**src/rtl/mips_pkg.sv**
```systemverilog
`default_nettype none
// +----------------------------------------------------------------------------+
// | Module   : mips_pkg                                                        |
// | Brief    : Shared types for the instruction fetch unit.                    |
// | Revision : 1.0                                                             |
// +----------------------------------------------------------------------------+
package mips_pkg;

   localparam int PKG_ADDR_W = 32;
   localparam int PKG_DATA_W = 32;

   typedef struct packed {
      logic [PKG_ADDR_W-1:0] pc;
      logic [PKG_DATA_W-1:0] instr;
   } fetch_entry_t;

   typedef enum logic [1:0] {
      F_IDLE = 2'd0,
      F_REQ  = 2'd1,
      F_WAIT = 2'd2
   } fetch_state_e;

endpackage
`default_nettype wire

```
**src/rtl/fetch_buf.sv**
```systemverilog
`default_nettype none
// +----------------------------------------------------------------------------+
// | Module   : fetch_buf                                                       |
// | Brief    : Synchronous FIFO of {pc, instr} entries with flush.             |
// | Revision : 1.0                                                             |
// +----------------------------------------------------------------------------+
module fetch_buf #(
   parameter int DEPTH = 2,
   parameter int WIDTH = 64
) (
   input  logic                     clk,
   input  logic                     rst_n,
   input  logic                     flush,
   input  logic                     push,
   input  logic [WIDTH-1:0]         wdata,
   input  logic                     pop,
   output logic [WIDTH-1:0]         rdata,
   output logic                     empty,
   output logic                     full,
   output logic [$clog2(DEPTH):0]   count
);

   localparam int PTR_W = $clog2(DEPTH);
   localparam logic [PTR_W:0] c_one = (PTR_W+1)'(1);

   logic [WIDTH-1:0] mem_q [DEPTH];
   logic [WIDTH-1:0] mem_d [DEPTH];
   logic [PTR_W:0]   wr_ptr_q, wr_ptr_d;
   logic [PTR_W:0]   rd_ptr_q, rd_ptr_d;

   // Extra pointer bit distinguishes full from empty when the indices match.
   assign count = wr_ptr_q - rd_ptr_q;
   assign empty = (wr_ptr_q == rd_ptr_q);
   assign full  = (wr_ptr_q[PTR_W] != rd_ptr_q[PTR_W]) &&
                  (wr_ptr_q[PTR_W-1:0] == rd_ptr_q[PTR_W-1:0]);
   assign rdata = mem_q[rd_ptr_q[PTR_W-1:0]];

   always_comb begin
      mem_d    = mem_q;
      wr_ptr_d = wr_ptr_q;
      rd_ptr_d = rd_ptr_q;
      if (push) begin
         mem_d[wr_ptr_q[PTR_W-1:0]] = wdata;
         wr_ptr_d = wr_ptr_q + c_one;
      end
      if (pop && !empty) begin
         rd_ptr_d = rd_ptr_q + c_one;
      end
      if (flush) begin
         wr_ptr_d = '0;
         rd_ptr_d = '0;
      end
   end

   always_ff @(posedge clk or negedge rst_n) begin
      if (!rst_n) begin
         wr_ptr_q <= '0;
         rd_ptr_q <= '0;
         for (int i = 0; i < DEPTH; i++) begin
            mem_q[i] <= '0;
         end
      end else begin
         wr_ptr_q <= wr_ptr_d;
         rd_ptr_q <= rd_ptr_d;
         mem_q    <= mem_d;
      end
   end

endmodule
`default_nettype wire

```
**src/rtl/instr_fetch_unit.sv**
```systemverilog
`default_nettype none
// +----------------------------------------------------------------------------+
// | Module   : instr_fetch_unit                                                |
// | Brief    : Single-outstanding imem fetch with buffered decode handoff.     |
// | Revision : 1.0                                                             |
// +----------------------------------------------------------------------------+
module instr_fetch_unit
   import mips_pkg::*;
#(
   parameter int BUF_DEPTH = 2,
   parameter int ADDR_W    = 32,
   parameter int DATA_W    = 32
) (
   input  logic              clk,
   input  logic              rst_n,
   input  logic [ADDR_W-1:0] fetch_pc,
   input  logic              fetch_pc_valid,
   input  logic              redirect,
   output logic              pc_stall,
   output logic              imem_req,
   output logic [ADDR_W-1:0] imem_addr,
   input  logic              imem_gnt,
   input  logic              imem_rvalid,
   input  logic [DATA_W-1:0] imem_rdata,
   output logic              instr_valid,
   output logic [DATA_W-1:0] instr,
   output logic [ADDR_W-1:0] instr_pc,
   input  logic              instr_ready,
   output logic              misalign
);

   localparam int PTR_W = $clog2(BUF_DEPTH);
   localparam int CNT_W = PTR_W + 2;
   localparam logic [CNT_W-1:0] c_depth = CNT_W'(BUF_DEPTH);

   fetch_state_e              state_q, state_d;
   logic [ADDR_W-1:0]         addr_q, addr_d;
   logic                      drop_q, drop_d;
   logic                      misalign_q, misalign_d;

   logic [PTR_W:0]            buf_count;
   logic                      buf_empty, buf_full, buf_push, buf_pop;
   logic [ADDR_W+DATA_W-1:0]  buf_rdata;
   logic [CNT_W-1:0]          slot_count;
   logic                      accept;

   // A fetch in flight already owns a buffer slot, so the buffer can never overflow.
   assign slot_count = CNT_W'(buf_count) + CNT_W'(state_q != F_IDLE);
   assign accept     = (state_q == F_IDLE) && fetch_pc_valid &&
                       (slot_count < c_depth) && !redirect;
   assign pc_stall   = !rst_n || (fetch_pc_valid && !accept);

   always_ff @(posedge clk or negedge rst_n) begin
      if (!rst_n) begin
         state_q    <= F_IDLE;
         addr_q     <= '0;
         drop_q     <= 1'b0;
         misalign_q <= 1'b0;
      end else begin
         state_q    <= state_d;
         addr_q     <= addr_d;
         drop_q     <= drop_d;
         misalign_q <= misalign_d;
      end
   end

   always_comb begin
      state_d = state_q;
      case (state_q)
         F_IDLE:  if (accept)      state_d = F_REQ;
         F_REQ:   if (imem_gnt)    state_d = F_WAIT;
         F_WAIT:  if (imem_rvalid) state_d = F_IDLE;
         default:                  state_d = F_IDLE;
      endcase
   end

   // Requests are never withdrawn; a redirect only marks the response for discard.
   always_comb begin
      addr_d     = accept ? {fetch_pc[ADDR_W-1:2], 2'b00} : addr_q;
      misalign_d = misalign_q || (accept && (fetch_pc[1:0] != 2'b00));
      drop_d     = drop_q;
      if (state_q == F_WAIT && imem_rvalid) begin
         drop_d = 1'b0;
      end else if (redirect && state_q != F_IDLE) begin
         drop_d = 1'b1;
      end
   end

   always_comb begin
      imem_req = (state_q == F_REQ);
      buf_push = (state_q == F_WAIT) && imem_rvalid && !drop_q;
      buf_pop  = instr_ready && !buf_empty;
   end

   fetch_buf #(
      .DEPTH (BUF_DEPTH),
      .WIDTH (ADDR_W + DATA_W)
   ) u_fetch_buf (
      .clk   (clk),
      .rst_n (rst_n),
      .flush (redirect),
      .push  (buf_push),
      .wdata ({addr_q, imem_rdata}),
      .pop   (buf_pop),
      .rdata (buf_rdata),
      .empty (buf_empty),
      .full  (buf_full),
      .count (buf_count)
   );

   assign imem_addr             = addr_q;
   assign instr_valid           = !buf_empty;
   assign {instr_pc, instr}     = buf_rdata;
   assign misalign              = misalign_q;

   a_no_push_when_full: assert property (@(posedge clk) disable iff (!rst_n)
      !(buf_push && buf_full));
   a_rvalid_only_in_wait: assert property (@(posedge clk) disable iff (!rst_n)
      !(imem_rvalid && state_q != F_WAIT));
   a_gnt_only_in_req: assert property (@(posedge clk) disable iff (!rst_n)
      !(imem_gnt && state_q != F_REQ));

endmodule
`default_nettype wire
```
**config.mk**
```make
export PLATFORM = sky130hd
export DESIGN_NAME = instr_fetch_unit
export DESIGN_NICKNAME = d
export VERILOG_FILES = /design/src/rtl/mips_pkg.sv /design/src/rtl/fetch_buf.sv /design/src/rtl/instr_fetch_unit.sv
export SDC_FILE = /design/constraint.sdc
export NUM_CORES = 1
export LEC_CHECK = 0
export BUFFER_PORTS_ARGS = -buffer_cell sky130_fd_sc_hd__buf_4
export CAP_MARGIN = 20
export CORE_MARGIN = 3
export CORE_UTILIZATION = 48
export DETAILED_ROUTE_END_ITERATION = 7
export PLACE_DENSITY = 0.76
export SLEW_MARGIN = 20
export SYNTH_ARGS = -nofsm -noshare
export SYNTH_HDL_FRONTEND = slang
export SYNTH_SLANG_ARGS = --single-unit
```
**constraint.sdc**
```tcl
create_clock -name clk -period 1.9 [get_ports clk]
set_clock_uncertainty 0.2 [all_clocks]
set_input_delay 0.38 -clock clk [delete_from_list [all_inputs] [get_ports clk]]
set_output_delay 0.38 -clock clk [all_outputs]
set_load 0.01 [all_outputs]
```
* Yosys cells after proc, flatten, opt, wreduce, memory -nomap -nowiden
Cells that the tools add are included.
Word-level totals: register bits 166, bits of input ports 71, logic and storage cells 65
Cells by class: add/subtract/negate cells 4, $lt $le $gt $ge 4, equality and inequality tests 6, muxes and demuxes 16, bitwise operators 2, reductions and logical operators 25
Operator list (count):
- two-way mux 64 bit | 4
- bitwise mux 128 bit | 1
- demux 64 bit (select 1 bit) | 1
- two-way mux 2 bit | 7
- logical AND 1 bit | 11
- nonzero test 2 bit | 5
- case mux 2 bit (3 select lines) | 1
- zero test 1 bit | 5
- adder 2 x 1 -> 2 bit (second input constant) | 2
- >= comparator 2 bit (second input constant) | 2
- != test 2 bit (second input constant) | 2
- inverter 1 -> 2 bit | 2
- adder 2 x 1 -> 3 bit | 1
- less-than comparator 3 x 2 -> 1 bit (second input constant) | 1
- AND reduction 3 bit | 1
- == test 2 x 1 -> 1 bit (second input constant) | 1
- == test 2 bit | 1
- == test 2 bit (second input constant) | 1
- zero test 2 bit | 1
- logical OR 1 bit | 2
- less-than comparator 2 x 1 -> 1 bit (second input constant) | 1
- two-way mux 1 bit | 2
- != test 2 x 1 -> 1 bit (second input constant) | 1
- subtractor 2 bit | 1

* Longest topological paths before layout
Gate-level depths: netlist of the first run.
word-level depth 8, gate-level depth with buffers 6, gate-level depth less buffers 5

* Hierarchy
From an unflattened synthesis of the first run, not the netlist that was laid out.
Second synthesis, totals: cells, all modules 456, area, all modules 7736.2 um^2
Modules (own cells, without submodules):
- fetch_buf | instances 1, cells each 369, area each 6244.7 um^2, seq. area each 3303.2 um^2
- instr_fetch_unit | instances 1, cells each 87, area each 1491.4 um^2, seq. area each 850.8 um^2

* Worst setup path before layout of the first run
No wires, ideal clock.
path kind register to output, start point reg u_fetch_buf.wr_ptr_q[0], end point out pc_stall, arrival 1320 ps, data required time 1320 ps, setup slack 0 ps, stages on the path, launching flop included 7, cell sequence dfrtp_1 -> inv_1 -> ha_1 -> xnor3_1 -> nand2_2 -> buf_6 -> a21bo_2
On the way: word-level cells in the longest chain between the ends 8
Ends and longest elaborated chain:
- start, declared | line fetch_buf.sv:28 | logic [PTR_W:0] wr_ptr_q, wr_ptr_d;
- start signal, assigned | line fetch_buf.sv:63 | wr_ptr_q <= wr_ptr_d;
- subtractor 2 bit | line fetch_buf.sv:32 | assign count = wr_ptr_q - rd_ptr_q;
- adder 2 x 1 -> 3 bit | line instr_fetch_unit.sv:48 | assign slot_count = CNT_W'(buf_count) + CNT_W'(state_q != F_IDLE);
- less-than comparator 3 x 2 -> 1 bit | line instr_fetch_unit.sv:50 | (slot_count < c_depth) && !redirect;
- logical AND 1 bit | line instr_fetch_unit.sv:49 | assign accept = (state_q == F_IDLE) && fetch_pc_valid &&
- logical AND 1 bit | line instr_fetch_unit.sv:50
- zero test 1 bit | line instr_fetch_unit.sv:51 | assign pc_stall = !rst_n || (fetch_pc_valid && !accept);
- logical AND 1 bit | line instr_fetch_unit.sv:51
- logical OR 1 bit | line instr_fetch_unit.sv:51
- end, declared | line instr_fetch_unit.sv:19 | output logic pc_stall,
No other way between the ends.

* Worst setup path in the final report of the first run
start point reg u_fetch_buf.rd_ptr_q[0], end point out pc_stall
On the way: word-level cells in the longest chain between the ends 8
Ends and longest elaborated chain:
- start, declared | line fetch_buf.sv:29 | logic [PTR_W:0] rd_ptr_q, rd_ptr_d;
- start signal, assigned | line fetch_buf.sv:64 | rd_ptr_q <= rd_ptr_d;
- subtractor 2 bit | line fetch_buf.sv:32
- adder 2 x 1 -> 3 bit | line instr_fetch_unit.sv:48
- less-than comparator 3 x 2 -> 1 bit | line instr_fetch_unit.sv:50
- logical AND 1 bit | line instr_fetch_unit.sv:49
- logical AND 1 bit | line instr_fetch_unit.sv:50
- zero test 1 bit | line instr_fetch_unit.sv:51
- logical AND 1 bit | line instr_fetch_unit.sv:51
- logical OR 1 bit | line instr_fetch_unit.sv:51
No other way between the ends.

==> reports/metrics.yaml, run 1 <==
status: "finished, violations left"
violations: "negative setup slack"
root_buffer: "clkbuf_16"
setup_violations: 94
htreeDepth: 4
p_int_mw: 9.83
cts.reportedPaths.clkPinSlew_ns: 0.06
seq_area_sq_um: 4060
r2r_slack_ns: -0.09
fin_area_sq_um: 10100
rsz0062_at_grt: "true"
ys_ff_latch: 162
post-place-ws_ns: -0.00845
synthMuxAreaShare_pct: 35.3
drive_above_1_share_pct: 64.6
p_leak_nw: 4.88
drtIter0Drc: 192
synth_area_sq_um: 6920
die-area_sq_um: 15900
drt-pass1-iter-count: 5
dp_hpwl_mm: 9.80
timing.final.crit_share_pct: 118
setup_ws_ns: -0.335
r2r-end: "imem_addr[21]"
grt_overflow: 0
worstPathRequired_ns: 1.32
synth_compound_area_share_pct: 1.16
cp-end-kind: "primary output"
hold_viol: 0
hold_start: "fetch_pc[0]"
synth_top_family_by_area: "multiplexers"
timing.rr.start: "u_fetch_buf.wr_ptr_q[0]"
cts_tree: "built"
p_sw_share_pct: 29.9
route.detailed.drc: 0
holdCritPathClass: "in2reg"
pwr_density_cell_nw_per_um2: 1380
ir_worst_vdd_mv: 1.00
syn_to_final_growth_pct: 46.6
cap_violations: 0
antenna_found_initial: 0
n_fill_cell: 900
insertion_delay_ns: 0.43
drv_slew: 0
core_sq_um: 14000
cts_buffers: 17
worst_pin_slew_ns: 0.884
finalNetCount: 782
synthCells: 443
ys_seq_area_share_pct: 58.6
worstPathArrival_ns: 1.65
critPathKind: "reg2out"
p_sw_mw: 4.20
pwr-share-seq_pct: 39.4
min_path_cells: 3
syn_area_per_cell_sq_um: 15.6
place_area_sq_um: 8470
synthAdderAreaFrac_pct: 0.181
clockBufferDepth: 2
rr_worst_depth: 8
clkPwrFrac_pct: 22.5
critPathMaxFanout: 4
initial_utilization_pct: 49.5
vias: 4662
routed_via_density: 5.16
ant_nets: 0
wl_per_cell_um: 19.3
setup-tns-final_ns: -20.42
relSlewSlack_pct: 41.1
p_comb_share_pct: 38.1
multi_input_area_sq_um: 2770
antenna_cells: 0
synth_cell_types: 28
cts.sinks: 162
die_w_um: 126
grt_pass1_wl_mm: 25.7
rows: 43
synth-simple-area-share_pct: 1.63
yosys_warnings: 0
p_total_mw: 14.0
grtUsageTotal_pct: 20.4
cp-start-kind: "flip-flop"
fin_crit_ns: 2.23
first_global_vias: 5038
globalplace.congestion: 0.752
die_h_um: 126
ioPinCount: 171
fmax_mhz: 448
yosys.area_share.xor_xnor_pct: 0.452
grt_max_degree: 163
worstHoldEndpoint: "misalign"
portBuffers: 166
wl_mm: 17.4
kinds of logic after synthesis:
logic type	count (synthesis)
fa+ha+maj	1
other cells	1
simple gates	19
xor+xnor	2
mux	217
flops	162
compound gates	12
buf+inv	29
routing by layer:
metal  global-route usage, %  vias up  routed length, um
li1                        -     2118                  -
met1                    25.6     2379               7520
met2                    34.1      139               8570
met3                    6.19       26               1020
met4                    6.62        0                282
met5                       0        -                  0
cell type report:
class,count,area share (%)
clock buffer,24,4.95
clock inverter,8,0.518
inverter,3,0.111
multi-input combinational,255,27.3
sequential,162,40.0
tap,180,2.22
timing repair buffer,271,24.9
power by group through the flow:
stage                     sequential (mW)  combinational, mW  clock (mW)
after global routing                 5.69               5.72        3.33
after global placement               5.40               4.79           0
after floorplan                      5.43               2.55           0
final                                5.52               5.35        3.16
after CTS                            5.48               5.09        3.20
after detailed placement             5.53               4.90           0
layout by cell type (no fill, tap or decap), types with 2 or more instances in the layout:
cell           netlist  routed
nor2_1               3       3
conb_1               1       4
buf_12               0      10
clkbuf_16            0      25
a21boi_0             2       2
mux2_4               0       6
clkbuf_8             0       5
buf_16               0       2
clkinv_2             0       3
buf_4               10     181
nand2b_1             4       3
dfrtp_1            162     159
dlygate4sd3_1        0      64
o21ai_0              4       4
clkinvlp_4           0       5
buf_6                3       6
dfrtp_2              0       3
a21oi_1              2       2
mux2_2             217     211
nand2_1              5       4
clkbuf_1             3       2
inv_1                3       2
timing repair:
item                                    in CTS  in global routing
cloned                                       1                 11
hold buffers                                64                  0
pin swaps                                    2                  1
setup buffers                                1                  9
hold endpoints to repair                   250                  0
gates resized for setup                     10                 20
endpoints found under the setup margin      81                188
registers in the layout (all words and copies together), names as in the netlist:
register / flops
u_fetch_buf.rd_ptr_q: 2
u_fetch_buf.mem_q: 124
drop_q: 1
state_q: 2
imem_addr: 30
misalign: 1
u_fetch_buf.wr_ptr_q: 2
worst max path at each step:
stage,start,endpoint,slack [ns]
CTS,u_fetch_buf.rd_ptr_q[0],instr[22],-0.34
detailed placement,u_fetch_buf.wr_ptr_q[0],imem_addr[19],-0.008
global placement,u_fetch_buf.wr_ptr_q[0],imem_addr[14],0.04
floorplan,u_fetch_buf.wr_ptr_q[0],pc_stall,0.01
global route,u_fetch_buf.rd_ptr_q[0],pc_stall,-0.40
finish,u_fetch_buf.rd_ptr_q[0],pc_stall,-0.33
metrics by stage:
step	hold WS, ns	std cells	util, %
floorplan	-0.116	446	-
global placement	0.274	785	60.6
detailed placement	0.285	785	60.6
CTS	0.0123	883	69.6
global route	0.0547	903	72.5
finish	0.0281	903	72.5
cell usage after synthesis:
library cell	number	area share, %
a21bo_2	1	0.14
a21boi_0	2	0.22
a21oi_1	2	0.14
a41oi_1	1	0.13
and4bb_2	1	0.18
buf_2	10	0.72
buf_4	10	1.1
buf_6	3	0.49
clkbuf_1	3	0.16
conb_1	1	0.054
dfrtp_1	162	59
ha_1	1	0.18
inv_1	3	0.16
mux2_2	217	35
nand2_1	5	0.27
nand2_2	1	0.090
nand2b_1	4	0.36
nand4bb_1	1	0.16
nor2_1	3	0.16
nor2_2	1	0.090
nor2b_1	1	0.090
nor4b_1	1	0.13
o21ai_0	4	0.29
o21bai_1	1	0.11
o22a_1	1	0.13
or3_1	1	0.090
xnor2_1	1	0.13
xnor3_1	1	0.33
critical path: stages (launching register included):
cell and delay [ns]:
dfrtp_2 0.43, ha_2 0.17, xnor3_1 0.22, nand2_2 0.06, a21bo_2 0.21, buf_4 0.14
No activity file was read; power rests on OpenSTA's default activity.
==> run 2: changes to the inputs <==
Settings changed: CORE_UTILIZATION 48 to 50, CTS_BUF_LIST from default to sky130_fd_sc_hd__clkbuf_2, PLACE_DENSITY 0.76 to 0.79.
==> run 2 against run 1 <==
The run still ends with negative setup slack left. Routed wire length increased by 8.0%. Critical path depth decreased by 1. Flip-flop and latch count unchanged. Total power increased by 2.6%. Global-route usage increased by 2.7 points. Critical endpoint is now instr[11]. Highest routed layer unchanged.
==> reports/metrics.yaml, run 2 (synthesis gave the netlist of run 1 again) <==
wl_met1_mm: 7.24
dp_cells: 781
die-area_sq_um: 15300
route.detailed.drc: 0
drive_above_1_share_pct: 65.7
p_leak_nw: 5.11
worstPathArrival_ns: 2.06
cts.sinks: 162
wl_mm: 18.8
critPathKind: "reg2out"
ant_nets: 0
fin_util_pct: 78.7
worst_pin_slew_ns: 0.841
status: "finished, violations left"
syn_to_final_growth_pct: 52.5
p_total_mw: 14.4
finalNetCount: 817
cp-end-kind: "primary output"
grt_max_degree: 163
hold_viol: 0
cts_tree: "built"
timing.final.crit_share_pct: 139
die_w_um: 124
final_common_cell: "mux2_2"
path_buf_inv: 3
worstHoldEndpoint: "misalign"
r2r-end: "imem_addr[17]"
dp_hpwl_mm: 9.81
worst_hold_slack_ns: 0.0988
drtIter0Drc: 229
grt_overflow: 0
insertion_delay_ns: 0.75
final_cell_mix: "mux2_2, dfrtp_1, buf_4"
grt_pass1_wl_mm: 26.7
cp-start-kind: "flip-flop"
holdCritPathClass: "in2reg"
drv_slew: 0
cts_buffers: 17
antenna_cells: 0
crit_slowest_cell: "dfrtp_2"
critPathMaxFanout: 8
min_path_cells: 5
ir_worst_vdd_mv: 0.935
rr_worst_depth: 6
fin_crit_ns: 2.64
htreeDepth: 4
clockBufferDepth: 2
cpLargestDelayFamily: "buffers and inverters"
highest-signal-layer: "met4"
rsz0062_at_grt: "true"
drt-pass1-iter-count: 4
vias: 4890
first_global_vias: 5175
regMostFlops: "u_fetch_buf.mem_q"
core_sq_um: 13400
root_buffer: "clkbuf_2"
fmax_mhz: 379
wl_met3_mm: 1.36
setup-tns-final_ns: -45.47
antenna_found_initial: 0
worstPathRequired_ns: 1.32
setup_violations: 110
violations: "negative setup slack"
cts.reportedPaths.clkPinSlew_ns: 0.21
cap_violations: 0
routed_via_density: 5.24
relSlewSlack_pct: 43.9
max_stage_delay_ns: 0.45
rows: 42
portBuffers: 166
stdcell_count: 934
wl_per_cell_um: 20.1
ioPinCount: 171
fin_area_sq_um: 10500
grtUsageTotal_pct: 23.1
place_area_sq_um: 8470
initial_utilization_pct: 51.6
pwr_density_cell_nw_per_um2: 1360
r2r_slack_ns: -0.07
globalplace.congestion: 0.795
largest_reg_flops: 124
timing.rr.start: "u_fetch_buf.wr_ptr_q[0]"
cp_cell_sequence: "buf_12 -> clkbuf_16 -> mux2_2 -> buf_4"
die_h_um: 124
hold_start: "redirect"
wl_met2_mm: 9.78
post-place-ws_ns: -0.114
setup_ws_ns: -0.736
==> run 2: cell count changes in the layout (fill, tap and decap cells not counted), moves of 18 or more <==
cell	delta
buf_6	+81
mux2_2	-40
clkbuf_16	-20
clkbuf_2	+18
buf_4	-48
mux2_4	+40
==> run 2: repair_timing <==
action                                  CTS  global route
endpoints found under the setup margin  128           210
gates resized for setup                  58            95
endpoints found under the hold margin   264             0
hold buffers                             69             0
gates cloned                              4             5
buffers inserted                         31            13
pin swaps                                 2             3
==> run 2: report_power, final <==
part           switching, mW  internal, mW  total [mW]
clock network           1.16         0.709        1.87
registers              0.810          4.66        5.47
logic                   2.53          4.52        7.06
total                   4.50          9.90        14.4
==> run 2: cell type report <==
| class | instances | area (sq um) |
|---|---|---|
| fillers | 708 | 2850 |
| flip-flops and latches | 162 | 4060 |
| multi-input cells | 255 | 2950 |
| inverters | 3 | 11.3 |
| well taps | 176 | 220 |
| clock inverters | 14 | 145 |
| repair buffers | 306 | 3070 |
| clock buffers | 18 | 90.1 |
==> run 2: metal layers <==
layer | up-vias | track usage, %
met5 | - | 0
met4 | 0 | 7.20
met3 | 37 | 8.86
met2 | 156 | 39.3
met1 | 2506 | 27.1
li1 | 2191 | -
==> run 2: tightest hold or removal path: stages <==
cell,delay [ns]
buf_4,0.10
nor4b_4,0.05
nand2_2,0.08
buf_6,0.31
o21bai_1,0.11
==> run 2: worst max-delay path by stage <==
stage,slack [ns],to,cells past startpoint,startpoint
finish,-0.74,instr[11],4,u_fetch_buf.rd_ptr_q[0]
global route,-0.86,pc_stall,4,state_q[0]
CTS,-0.77,pc_stall,5,u_fetch_buf.rd_ptr_q[0]
detailed placement,-0.11,imem_addr[12],6,u_fetch_buf.wr_ptr_q[0]
global placement,-0.06,imem_addr[17],6,u_fetch_buf.wr_ptr_q[0]
floorplan,0.01,pc_stall,6,u_fetch_buf.wr_ptr_q[0]
==> run 3: changes to the inputs <==
Settings changed: SKIP_CTS_REPAIR_TIMING from default to 1.
==> run 3 against run 2 <==
The run still ends with negative setup slack left. Largest cell class unchanged. Design area shrank 5.3%. Global-route usage down 3.7 points. Largest power group unchanged. Combinational power shrank 16%.
==> reports/metrics.yaml, run 3 (synthesis gave the netlist of run 1 again) <==
globalplace.congestion: 0.795
p_sw_mw: 4.21
largest_reg_flops: 124
grt_pass1_wl_mm: 22.5
setup_violations: 111
fin_area_sq_um: 9990
pwr_density_cell_nw_per_um2: 1330
grtUsageTotal_pct: 19.4
syn_to_final_growth_pct: 44.4
worstPathArrival_ns: 2.15
initial_utilization_pct: 51.6
finalNetCount: 807
place_area_sq_um: 8470
drtIter0Drc: 209
core_sq_um: 13400
die_h_um: 124
relSlewSlack_pct: 42.3
wl_met1_mm: 6.91
p_int_mw: 9.10
rsz0062_at_grt: "true"
die_w_um: 124
cts.sinks: 162
wl_met3_mm: 1.29
setup_ws_ns: -0.834
crit_slowest_cell: "dfrtp_2"
timing.final.crit_share_pct: 144
worstPathRequired_ns: 1.32
first_global_vias: 4525
violations: "negative setup slack"
htreeDepth: 4
insertion_delay_ns: 0.75
cp-end-kind: "primary output"
wl_met2_mm: 8.86
rows: 42
wl_mm: 17.4
p_leak_nw: 4.81
final_common_cell: "mux2_2"
holdCritPathClass: "in2reg"
pwr-share-seq_pct: 41.2
die-area_sq_um: 15300
portBuffers: 166
worst_pin_slew_ns: 0.865
dp_hpwl_mm: 9.81
cts.reportedPaths.clkPinSlew_ns: 0.23
cpLargestDelayFamily: "simple AND/OR/NAND/NOR gates"
vias: 4803
cp-start-kind: "flip-flop"
root_buffer: "clkbuf_2"
highest-signal-layer: "met4"
grt_overflow: 0
drt-pass1-iter-count: 4
cts_tree: "built"
worst_hold_slack_ns: 0.144
hold_viol: 0
ir_worst_vdd_mv: 1.04
regMostFlops: "u_fetch_buf.mem_q"
critPathKind: "reg2out"
antenna_cells: 0
r2r_slack_ns: -0.26
ioPinCount: 171
critPathMaxFanout: 3
route.detailed.drc: 0
drive_above_1_share_pct: 65.1
final_cell_mix: "mux2_2, buf_4, dfrtp_1"
max_stage_delay_ns: 0.48
p_sw_share_pct: 31.6
setup-tns-final_ns: -51.77
cp_cell_sequence: "nor4b_2 -> nand2_2 -> a21bo_2 -> buf_4"
cap_violations: 0
antenna_found_initial: 0
p_comb_share_pct: 44.7
routed_via_density: 5.20
grt_max_degree: 163
fmax_mhz: 366
clkPwrFrac_pct: 14.1
drv_slew: 0
wl_per_cell_um: 18.8
fin_crit_ns: 2.73
path_buf_inv: 1
status: "finished, violations left"
cts_buffers: 17
clockBufferDepth: 2
ant_nets: 0
## run 3: changes by cell type in the layout (fill, tap and decap cells not counted), moves of 5 or more
cell and change:
buf_6 -48, mux2_2 +45, mux2_4 -45, buf_4 +44
buf_16 -5
## run 3: routing by layer
layer  vias to the layer above  track usage [%]
li1                       2170                -
met1                      2441             23.4
met2                       164             31.6
met3                        28             7.99
met4                         0             6.57
met5                         -                0
## run 3: power groups by stage
stage                     clock network, mW  registers, mW  logic [mW]
final                                  1.87           5.49        5.94
after global routing                   2.06           5.63        6.37
after CTS                              1.92           5.47        4.92
after detailed placement                  0           5.54        4.89
after global placement                    0           5.41        4.76
after floorplan                           0           5.43        2.55
## run 3: area by class of cell
| cell class | instances | area, sq um |
|---|---|---|
| repair buffers | 296 | 2700 |
| clock buffers | 18 | 90.1 |
| well taps | 176 | 220 |
| fillers | 804 | 3410 |
| multi-input cells | 255 | 2760 |
| flip-flops and latches | 162 | 4060 |
| clock inverters | 14 | 145 |
| inverters | 3 | 11.3 |
## run 3: final timing paths
path,from,end,depth (start not counted)
max reg2reg,u_fetch_buf.wr_ptr_q[0],imem_addr[18],6
min in group asynchronous,rst_n,u_fetch_buf.mem_q[36],3
min,imem_gnt,state_q[0],3
max in group asynchronous,rst_n,imem_addr[23],3
max,state_q[0],pc_stall,4
min reg2reg,u_fetch_buf.mem_q[62],u_fetch_buf.mem_q[62],1
## run 3: worst reg2reg max path, stage by stage (launching register included)
cell and delay (ns):
dfrtp_1 0.44, inv_2 0.07, ha_2 0.16, xnor3_1 0.25
nand2_2 0.10, buf_4 0.41, mux2_2 0.43
## run 3: through the flow
step	worst slack, ns	total power [mW]	utilization, %	cells
after floorplan	0.0139	7.97	-	446
after global placement	-0.0556	10.2	63.2	781
after detailed placement	-0.114	10.4	63.2	781
after CTS	-0.881	12.3	65.0	813
after global routing	-0.936	14.1	74.5	924
final	-0.834	13.3	74.5	924
